<file path="config.mk">
export PLATFORM = sky130hd
export DESIGN_NAME = apb_pvt_scan_ctrl
export DESIGN_NICKNAME = d
export VERILOG_FILES = /design/src/rtl/apb_pvt_scan_ctrl.sv
export SDC_FILE = /design/constraint.sdc
export NUM_CORES = 1
export LEC_CHECK = 0
export BUFFER_PORTS_ARGS = -buffer_cell sky130_fd_sc_hd__buf_2
export CAP_MARGIN = 5
export CORE_MARGIN = 5
export CORE_UTILIZATION = 55
export CTS_CLUSTER_SIZE = 40
export DETAILED_ROUTE_END_ITERATION = 10
export HOLD_SLACK_MARGIN = 0.06
export PLACE_DENSITY = 0.78
export SLEW_MARGIN = 10
export SYNTH_ARGS = -nofsm -noshare
export SYNTH_HDL_FRONTEND = slang
export SYNTH_SLANG_ARGS = --single-unit
</file>
<file path="constraint.sdc">
create_clock -name s_apb_clk -period 14.13 [get_ports s_apb_clk]
set_input_delay 1.413 -clock s_apb_clk [delete_from_list [all_inputs] [get_ports s_apb_clk]]
set_output_delay 1.413 -clock s_apb_clk [all_outputs]
set_load 0.03 [all_outputs]
</file>
<file path="src/rtl/apb_pvt_scan_ctrl.sv">
// APB slave that scans the masked PVT sensor channels in ascending order, latches
// each code, checks it against per-channel hi/lo thresholds and raises a maskable irq.
module apb_pvt_scan_ctrl #(
   parameter int  NUM_CH  = 8,
   parameter int  DATA_W  = 12,
   parameter int  TIMEOUT = 255,
   localparam int APB_AW  = $clog2(32 + NUM_CH*8)
) (
   input  logic                     s_apb_clk,
   input  logic                     s_apb_rst,
   input  logic [APB_AW-1:0]        s_apb_addr,
   input  logic                     s_apb_sel,
   input  logic                     s_apb_enable,
   input  logic                     s_apb_write,
   input  logic [31:0]              s_apb_wdata,
   input  logic [3:0]               s_apb_wstrb,
   output logic [31:0]              s_apb_rdata,
   output logic                     s_apb_ready,
   output logic                     s_apb_slverr,
   output logic [NUM_CH-1:0]        sens_en,
   input  logic [NUM_CH-1:0]        sens_valid,
   input  logic [NUM_CH*DATA_W-1:0] sens_data,
   output logic                     irq
);
   localparam int CNT_W = ($clog2(TIMEOUT+1) > 16) ? $clog2(TIMEOUT+1) : 16;
   localparam int CO_W  = APB_AW - 3;

   typedef enum logic [1:0] {S_IDLE, S_CONV, S_NEXT, S_WAIT} state_t;
   state_t r_state, w_state_nxt;

   logic                          r_en, r_cont, r_irq, r_empty;
   logic [15:0]                   r_mask, r_period;
   logic [31:0]                   r_irq_en, r_irq_stat;
   logic [3:0]                    r_ch;
   logic [CNT_W-1:0]              r_cnt;
   logic [NUM_CH-1:0][DATA_W-1:0] r_data;
   logic [NUM_CH-1:0][31:0]       r_thr;

   logic              w_acc, w_lo, w_ch_ok, w_err, w_wok, w_unused;
   logic              w_ctrl_wr, w_per_wr, w_ien_wr, w_ist_wr, w_thr_wr;
   logic [2:0]        w_reg;
   logic [CO_W-1:0]   w_ch_off;
   logic [3:0]        w_sel_ch, w_first, w_after;
   logic              w_first_ok, w_after_ok, w_en_nxt, w_cont_nxt, w_start;
   logic [15:0]       w_mask_nxt;
   logic              w_cur_valid, w_viol;
   logic [DATA_W-1:0] w_cur_data;
   logic [31:0]       w_cur_thr, w_hw_set, w_clr, w_rdata;
   logic              w_latch, w_tmo, w_done, w_go, w_adv, w_cnt_inc, w_cnt_clr;

   // Address decode: low window holds the control block, 8-byte slots above it per channel
   assign w_acc     = s_apb_sel & s_apb_enable;
   assign w_lo      = (s_apb_addr < APB_AW'(32));
   assign w_reg     = s_apb_addr[4:2];
   assign w_ch_off  = s_apb_addr[APB_AW-1:3] - CO_W'(4);
   assign w_ch_ok   = !w_lo && (w_ch_off < CO_W'(NUM_CH));
   assign w_sel_ch  = 4'(w_ch_off);
   assign w_err     = w_acc & (w_lo ? ((w_reg > 3'd4) | (s_apb_write & (w_reg == 3'd1)))
                                    : (!w_ch_ok | (s_apb_write & !s_apb_addr[2])));
   assign w_wok     = w_acc & s_apb_write & ~w_err;
   assign w_ctrl_wr = w_wok & w_lo & (w_reg == 3'd0);
   assign w_per_wr  = w_wok & w_lo & (w_reg == 3'd2);
   assign w_ien_wr  = w_wok & w_lo & (w_reg == 3'd3);
   assign w_ist_wr  = w_wok & w_lo & (w_reg == 3'd4);
   assign w_thr_wr  = w_wok & !w_lo & s_apb_addr[2];
   assign w_unused  = ^{s_apb_wstrb, s_apb_addr[1:0]};

   // A CTRL write takes effect in the same cycle it commits
   assign w_en_nxt   = w_ctrl_wr ? s_apb_wdata[0] : r_en;
   assign w_cont_nxt = w_ctrl_wr ? s_apb_wdata[2] : r_cont;
   assign w_mask_nxt = w_ctrl_wr ? s_apb_wdata[31:16] : r_mask;
   assign w_start    = w_ctrl_wr & s_apb_wdata[1] & s_apb_wdata[0];

   always_comb begin
      w_cur_valid = 1'b0;
      w_cur_data  = '0;
      w_cur_thr   = '0;
      w_first     = '0;
      w_first_ok  = 1'b0;
      w_after     = '0;
      w_after_ok  = 1'b0;
      for (int i = NUM_CH-1; i >= 0; i--) begin
         if (r_ch == 4'(i)) begin
            w_cur_valid = sens_valid[i];
            w_cur_data  = sens_data[i*DATA_W +: DATA_W];
            w_cur_thr   = r_thr[i];
         end
         if (w_mask_nxt[i]) begin
            w_first    = 4'(i);
            w_first_ok = 1'b1;
         end
         if (r_mask[i] && (4'(i) > r_ch)) begin
            w_after    = 4'(i);
            w_after_ok = 1'b1;
         end
      end
   end

   assign w_viol = (16'(w_cur_data) > w_cur_thr[31:16]) | (16'(w_cur_data) < w_cur_thr[15:0]);

   always_ff @(posedge s_apb_clk or posedge s_apb_rst) begin
      if (s_apb_rst) r_state <= S_IDLE;
      else           r_state <= w_state_nxt;
   end

   always_comb begin
      w_state_nxt = r_state;
      w_latch     = 1'b0;
      w_tmo       = 1'b0;
      w_done      = 1'b0;
      w_go        = 1'b0;
      w_adv       = 1'b0;
      w_cnt_inc   = 1'b0;
      w_cnt_clr   = 1'b0;
      case (r_state)
         S_IDLE: if (w_start) begin
            w_state_nxt = S_CONV;
            w_go        = 1'b1;
         end
         S_CONV: begin
            if (r_empty) w_state_nxt = S_NEXT;
            else if (w_cur_valid) begin
               w_latch     = 1'b1;
               w_state_nxt = S_NEXT;
            end else if (r_cnt == CNT_W'(TIMEOUT)) begin
               w_tmo       = 1'b1;
               w_state_nxt = S_NEXT;
            end else w_cnt_inc = 1'b1;
         end
         S_NEXT: begin
            if (w_after_ok) begin
               w_state_nxt = S_CONV;
               w_adv       = 1'b1;
            end else begin
               w_done      = 1'b1;
               w_cnt_clr   = 1'b1;
               w_state_nxt = w_cont_nxt ? S_WAIT : S_IDLE;
            end
         end
         S_WAIT: begin
            if (r_cnt == CNT_W'(r_period)) begin
               w_state_nxt = S_CONV;
               w_go        = 1'b1;
            end else w_cnt_inc = 1'b1;
         end
         default: w_state_nxt = S_IDLE;
      endcase
      // Dropping en aborts the scan outright: no data latch, no status bits
      if (r_state != S_IDLE && !w_en_nxt) begin
         w_state_nxt = S_IDLE;
         w_latch     = 1'b0;
         w_tmo       = 1'b0;
         w_done      = 1'b0;
         w_go        = 1'b0;
         w_adv       = 1'b0;
      end
   end

   always_comb begin
      w_hw_set     = '0;
      w_hw_set[30] = w_done;
      w_hw_set[29] = w_tmo;
      for (int i = 0; i < NUM_CH; i++)
         if (w_latch && w_viol && (r_ch == 4'(i))) w_hw_set[i] = 1'b1;
   end
   assign w_clr = w_ist_wr ? s_apb_wdata : '0;

   always_ff @(posedge s_apb_clk or posedge s_apb_rst) begin
      if (s_apb_rst) begin
         r_en       <= 1'b0;
         r_cont     <= 1'b0;
         r_mask     <= '0;
         r_period   <= '0;
         r_irq_en   <= '0;
         r_irq_stat <= '0;
         r_irq      <= 1'b0;
         r_ch       <= '0;
         r_empty    <= 1'b0;
         r_cnt      <= '0;
         r_data     <= '0;
         r_thr      <= {NUM_CH{32'hFFFF_0000}};
      end else begin
         if (w_ctrl_wr) begin
            r_en   <= s_apb_wdata[0];
            r_cont <= s_apb_wdata[2];
            r_mask <= s_apb_wdata[31:16];
         end
         if (w_per_wr) r_period <= s_apb_wdata[15:0];
         if (w_ien_wr) r_irq_en <= s_apb_wdata;
         for (int i = 0; i < NUM_CH; i++) begin
            if (w_thr_wr && (w_sel_ch == 4'(i))) r_thr[i] <= s_apb_wdata;
            if (w_latch && (r_ch == 4'(i)))      r_data[i] <= w_cur_data;
         end
         if (w_go) begin
            r_ch    <= w_first;
            r_empty <= !w_first_ok;
            r_cnt   <= CNT_W'(1);
         end else if (w_adv) begin
            r_ch    <= w_after;
            r_empty <= 1'b0;
            r_cnt   <= CNT_W'(1);
         end else if (w_cnt_clr) r_cnt <= '0;
         else if (w_cnt_inc)     r_cnt <= r_cnt + CNT_W'(1);
         // Hardware set beats a simultaneous W1C clear
         r_irq_stat <= (r_irq_stat & ~w_clr) | w_hw_set;
         r_irq      <= |(r_irq_stat & r_irq_en);
      end
   end

   always_comb begin
      w_rdata = '0;
      if (w_acc && !s_apb_write && !w_err) begin
         if (w_lo) begin
            case (w_reg)
               3'd0:    w_rdata = {r_mask, 13'd0, r_cont, 1'b0, r_en};
               3'd1:    w_rdata = {20'd0, r_ch, 7'd0, (r_state != S_IDLE)};
               3'd2:    w_rdata = {16'd0, r_period};
               3'd3:    w_rdata = r_irq_en;
               3'd4:    w_rdata = r_irq_stat;
               default: w_rdata = '0;
            endcase
         end else begin
            for (int i = 0; i < NUM_CH; i++)
               if (w_sel_ch == 4'(i)) w_rdata = s_apb_addr[2] ? r_thr[i] : 32'(r_data[i]);
         end
      end
   end

   for (genvar g = 0; g < NUM_CH; g++) begin : g_en
      assign sens_en[g] = (r_state == S_CONV) & ~r_empty & (r_ch == 4'(g));
   end

   assign s_apb_rdata  = w_rdata;
   assign s_apb_slverr = w_err;
   assign s_apb_ready  = 1'b1;
   assign irq          = r_irq;
endmodule

</file>
==> impl_results.md <==
- Status: finished clean
- Clk_lat worst skew: 0.63 ns
- Total power: 3.622 mW
- Final-report hold violation count: 0
- Most frequent cells in the layout: dfrtp_1 (342), mux2_2 (341), buf_2 (186)
- CP delay by family, top: buffers and inverters
- Routed Antenna Nets: 0
- Ys flop type: dfrtp_1
- Crit start category: input pin
- Critical Path RT: 12.72 ns
- Remaining Overflow, GRT: 0
- Htree depth: 2
- Design area: 28970 um2
- CTS Buf Count: 51
- Power Dens Cells: 125.0 nW/um2
- Post-synth cell types: 81
- DP Area: 27330 um2
- RSZ-0062 raised after global routing: false
- Clock Skews: 0.02712 ns
- Crit. End Element: primary output
- Worst hold stages: 2
- Routed wire length: 87830 um
- Synth Instances: 2261
- Share of layout cells above drive strength 1: 37.77%
- CTS tree: done
- Root buf cell: clkbuf_16
- CP Buf/Inv Count: 6
- Initial DRC count: 2720
- Number of flops mapped to enable cells by yosys: 0
- Cts hold-fix bufs: 0
- Reg clk slew, reported paths: 0.06 ns
- Hpwl dp: 57650 um
- Critical Path Fanout Max: 39
- Final period utilization: 45.15%
- Post-CTS Setup Repair Bufs: 0
- Vias per inst: 7.059
- Critical path's slowest cell: inv_1
- Register area: 12010 um2
- Fill cells: 3653
- Gpl congestion: 0.9944
- Post-Syn Area per Cell: 11.48 um2
- Vias in the first global route: 21190
- Max rail drop VDD: 94.59 uV
- DR vias: 21230
- Ports: 195
- Most common cell after layout, fill and taps aside: dfrtp_1
- Post-cts repair resize count: 0
- Die Ht: 227.2 um
- Area of the multi-input gates: 13100 um2
- Critical Path, Cell by Cell: buf_2 > inv_1 > ha_1 > buf_4 > inv_1 > nand2_1 > a211oi_4 > buf_4 > o21ai_0 > a31oi_1 > buf_2
- Die Wd: 227.2 um
- Worst path max stage delay: 0.89 ns
- Setup TNS: 0 ns
- Max Fclk: 156.7 MHz
- Post-synthesis sequential area ratio: 46.23%
- WP depth: 11
- Initial antenna violation count: 3
- Initial Utilization: 55.62%
- Setup Viol. Count Final: 0
- Core area: 46650 um2
- Number of buffers added on ports: 187
- Net Count, Synth: 2444
- Mapped Area: 25950 um2
- MaxCap Viol Count: 0
- Min-Delay Path Class: flop to flop
- Largest net degree at the start of global routing: 84
- Reg2Reg Depth: 14
- Net count reported at finish: 2543
- Routed length per instance: 29.21 um
- Synth warnings: 0
- Crit Path Class: input pin to primary output
- Clk buf depth: 3
- Worst slew margin: 15.51%
- Slew Viols, Final: 0
- First-pass GRT wire length: 131000 um
- Static Leak: 12.63 nW
- Num rows: 79
- Detailed-route DRC error count: 0
- Pre-Repair DR Iteration Count: 6
- Tot GR Track Use: 33.45%
- Clk sink count: 473
- Min cycle time layout: 6.380 ns
- Async set or reset register ratio after synthesis: 100.0%
- Worst Tran Pin Value: 1.267 ns
- FF+latch count, synth: 473
- Area Overhead vs Synth: 11.63%
- Die footprint: 51630 um2
- WP data arrival: 4.97 ns
[flip-flops by register name (all words and copies together), names as in the netlist, 3 cells and up]
name	flops
r_cnt	16
r_irq_stat	32
r_irq_en	32
r_mask	16
r_data	96
r_thr	256
r_ch	3
r_period	16
[final cells by class]
class | count | area share [%]
Clock inverter | 16 | 0.6004
Inverter | 38 | 0.5053
Sequential cell | 473 | 41.44
Tap cell | 607 | 2.622
Clock buffer | 76 | 5.045
Multi-Input combinational cell | 1558 | 45.20
Timing Repair Buffer | 238 | 4.574
Antenna cell | 1 | 0.008638
[power by group]
part / internal (mW) / switching (mW) / total, mW
combinational: 0.271 / 0.424 / 0.695
sequential: 1.47 / 0.117 / 1.59
clock: 0.769 / 0.567 / 1.34
total: 2.51 / 1.11 / 3.62
[stage by stage]
step	worst slack [ns]	util, %	std cells	hold WS, ns
floorplan	6.415	-	2261	0.4424
detailed placement	7.895	58.58	2914	0.4627
global placement	7.909	58.58	2914	0.4586
finish	7.750	62.09	3007	0.4766
CTS	7.914	62.09	3006	0.4775
global route	7.687	62.09	3006	0.5172
[final timing paths]
kind                                              from                       to  slack (ns)
worst min-delay path            r_mask[13]$_DFFE_PP0P_   r_mask[13]$_DFFE_PP0P_        0.48
min in group asynchronous                    s_apb_rst            irq$_DFF_PP0_        0.72
worst max-delay path                     s_apb_addr[5]          s_apb_rdata[13]        7.75
worst max register to register     r_ch[0]$_DFFE_PP0P_  r_irq_stat[1]$_DFF_PP0_        8.22
worst min register to register  r_mask[13]$_DFFE_PP0P_   r_mask[13]$_DFFE_PP0P_        0.48
max in group asynchronous                    s_apb_rst    r_thr[39]$_DFFE_PP0P_       10.19
[cell usage after synthesis (9+ instances only)]
library cell  count  area share (%)
nand3_1          39            0.75
ha_1             31             1.5
o221ai_1          9            0.30
buf_1            16            0.23
nor3_1           17            0.33
mux2_2          341              15
nor2_1          121             1.8
dfstp_2         128              13
a311oi_1         20            0.68
nor2_4            9            0.39
o211ai_1         19            0.55
xnor2_1          31             1.0
a211oi_1         12            0.35
nand2_1         141             2.0
nand4_1          21            0.51
o22ai_1          26            0.63
and3_1           26            0.63
a21oi_1         121             2.3
a22oi_1          79             2.3
clkbuf_1        113             1.6
a21o_1           10            0.29
nor4_1           15            0.36
mux2i_1         121             4.7
dfrtp_1         345              33
a31oi_1          10            0.24
a221oi_1         28            0.95
nor2b_1          13            0.31
o21ai_0          77             1.5
inv_1            36            0.52
buf_2            59             1.1
mux4_2           68             5.9
a21boi_0         28            0.81
[kinds of logic (layout without fill, tap and decap cells)]
family	Yosys count	in the layout	share of synthesized area (%)
compound gates	511	511	13.42
other cells	1	2	0.01445
simple gates	452	452	8.505
xor+xnor	31	31	1.046
buf+inv	230	368	3.746
fa+ha+maj	31	31	1.495
flops	473	473	46.23
mux	532	532	25.54
[worst min-delay path, delay by kind of cell, from the launching register on]
kind	cells	cell delay [ns]
flip-flops	1	0.34
AND/OR/NAND/NOR	2	0.10
[per-layer routing]
metal / global-route usage, % / part of all wire [%]
met2: 49.10 / 44
met3: 10.50 / 12
met5: 0 / 0.027
met4: 20.20 / 7.3
met1: 43.74 / 37
Note: power is estimated with default switching activity, not from simulation.
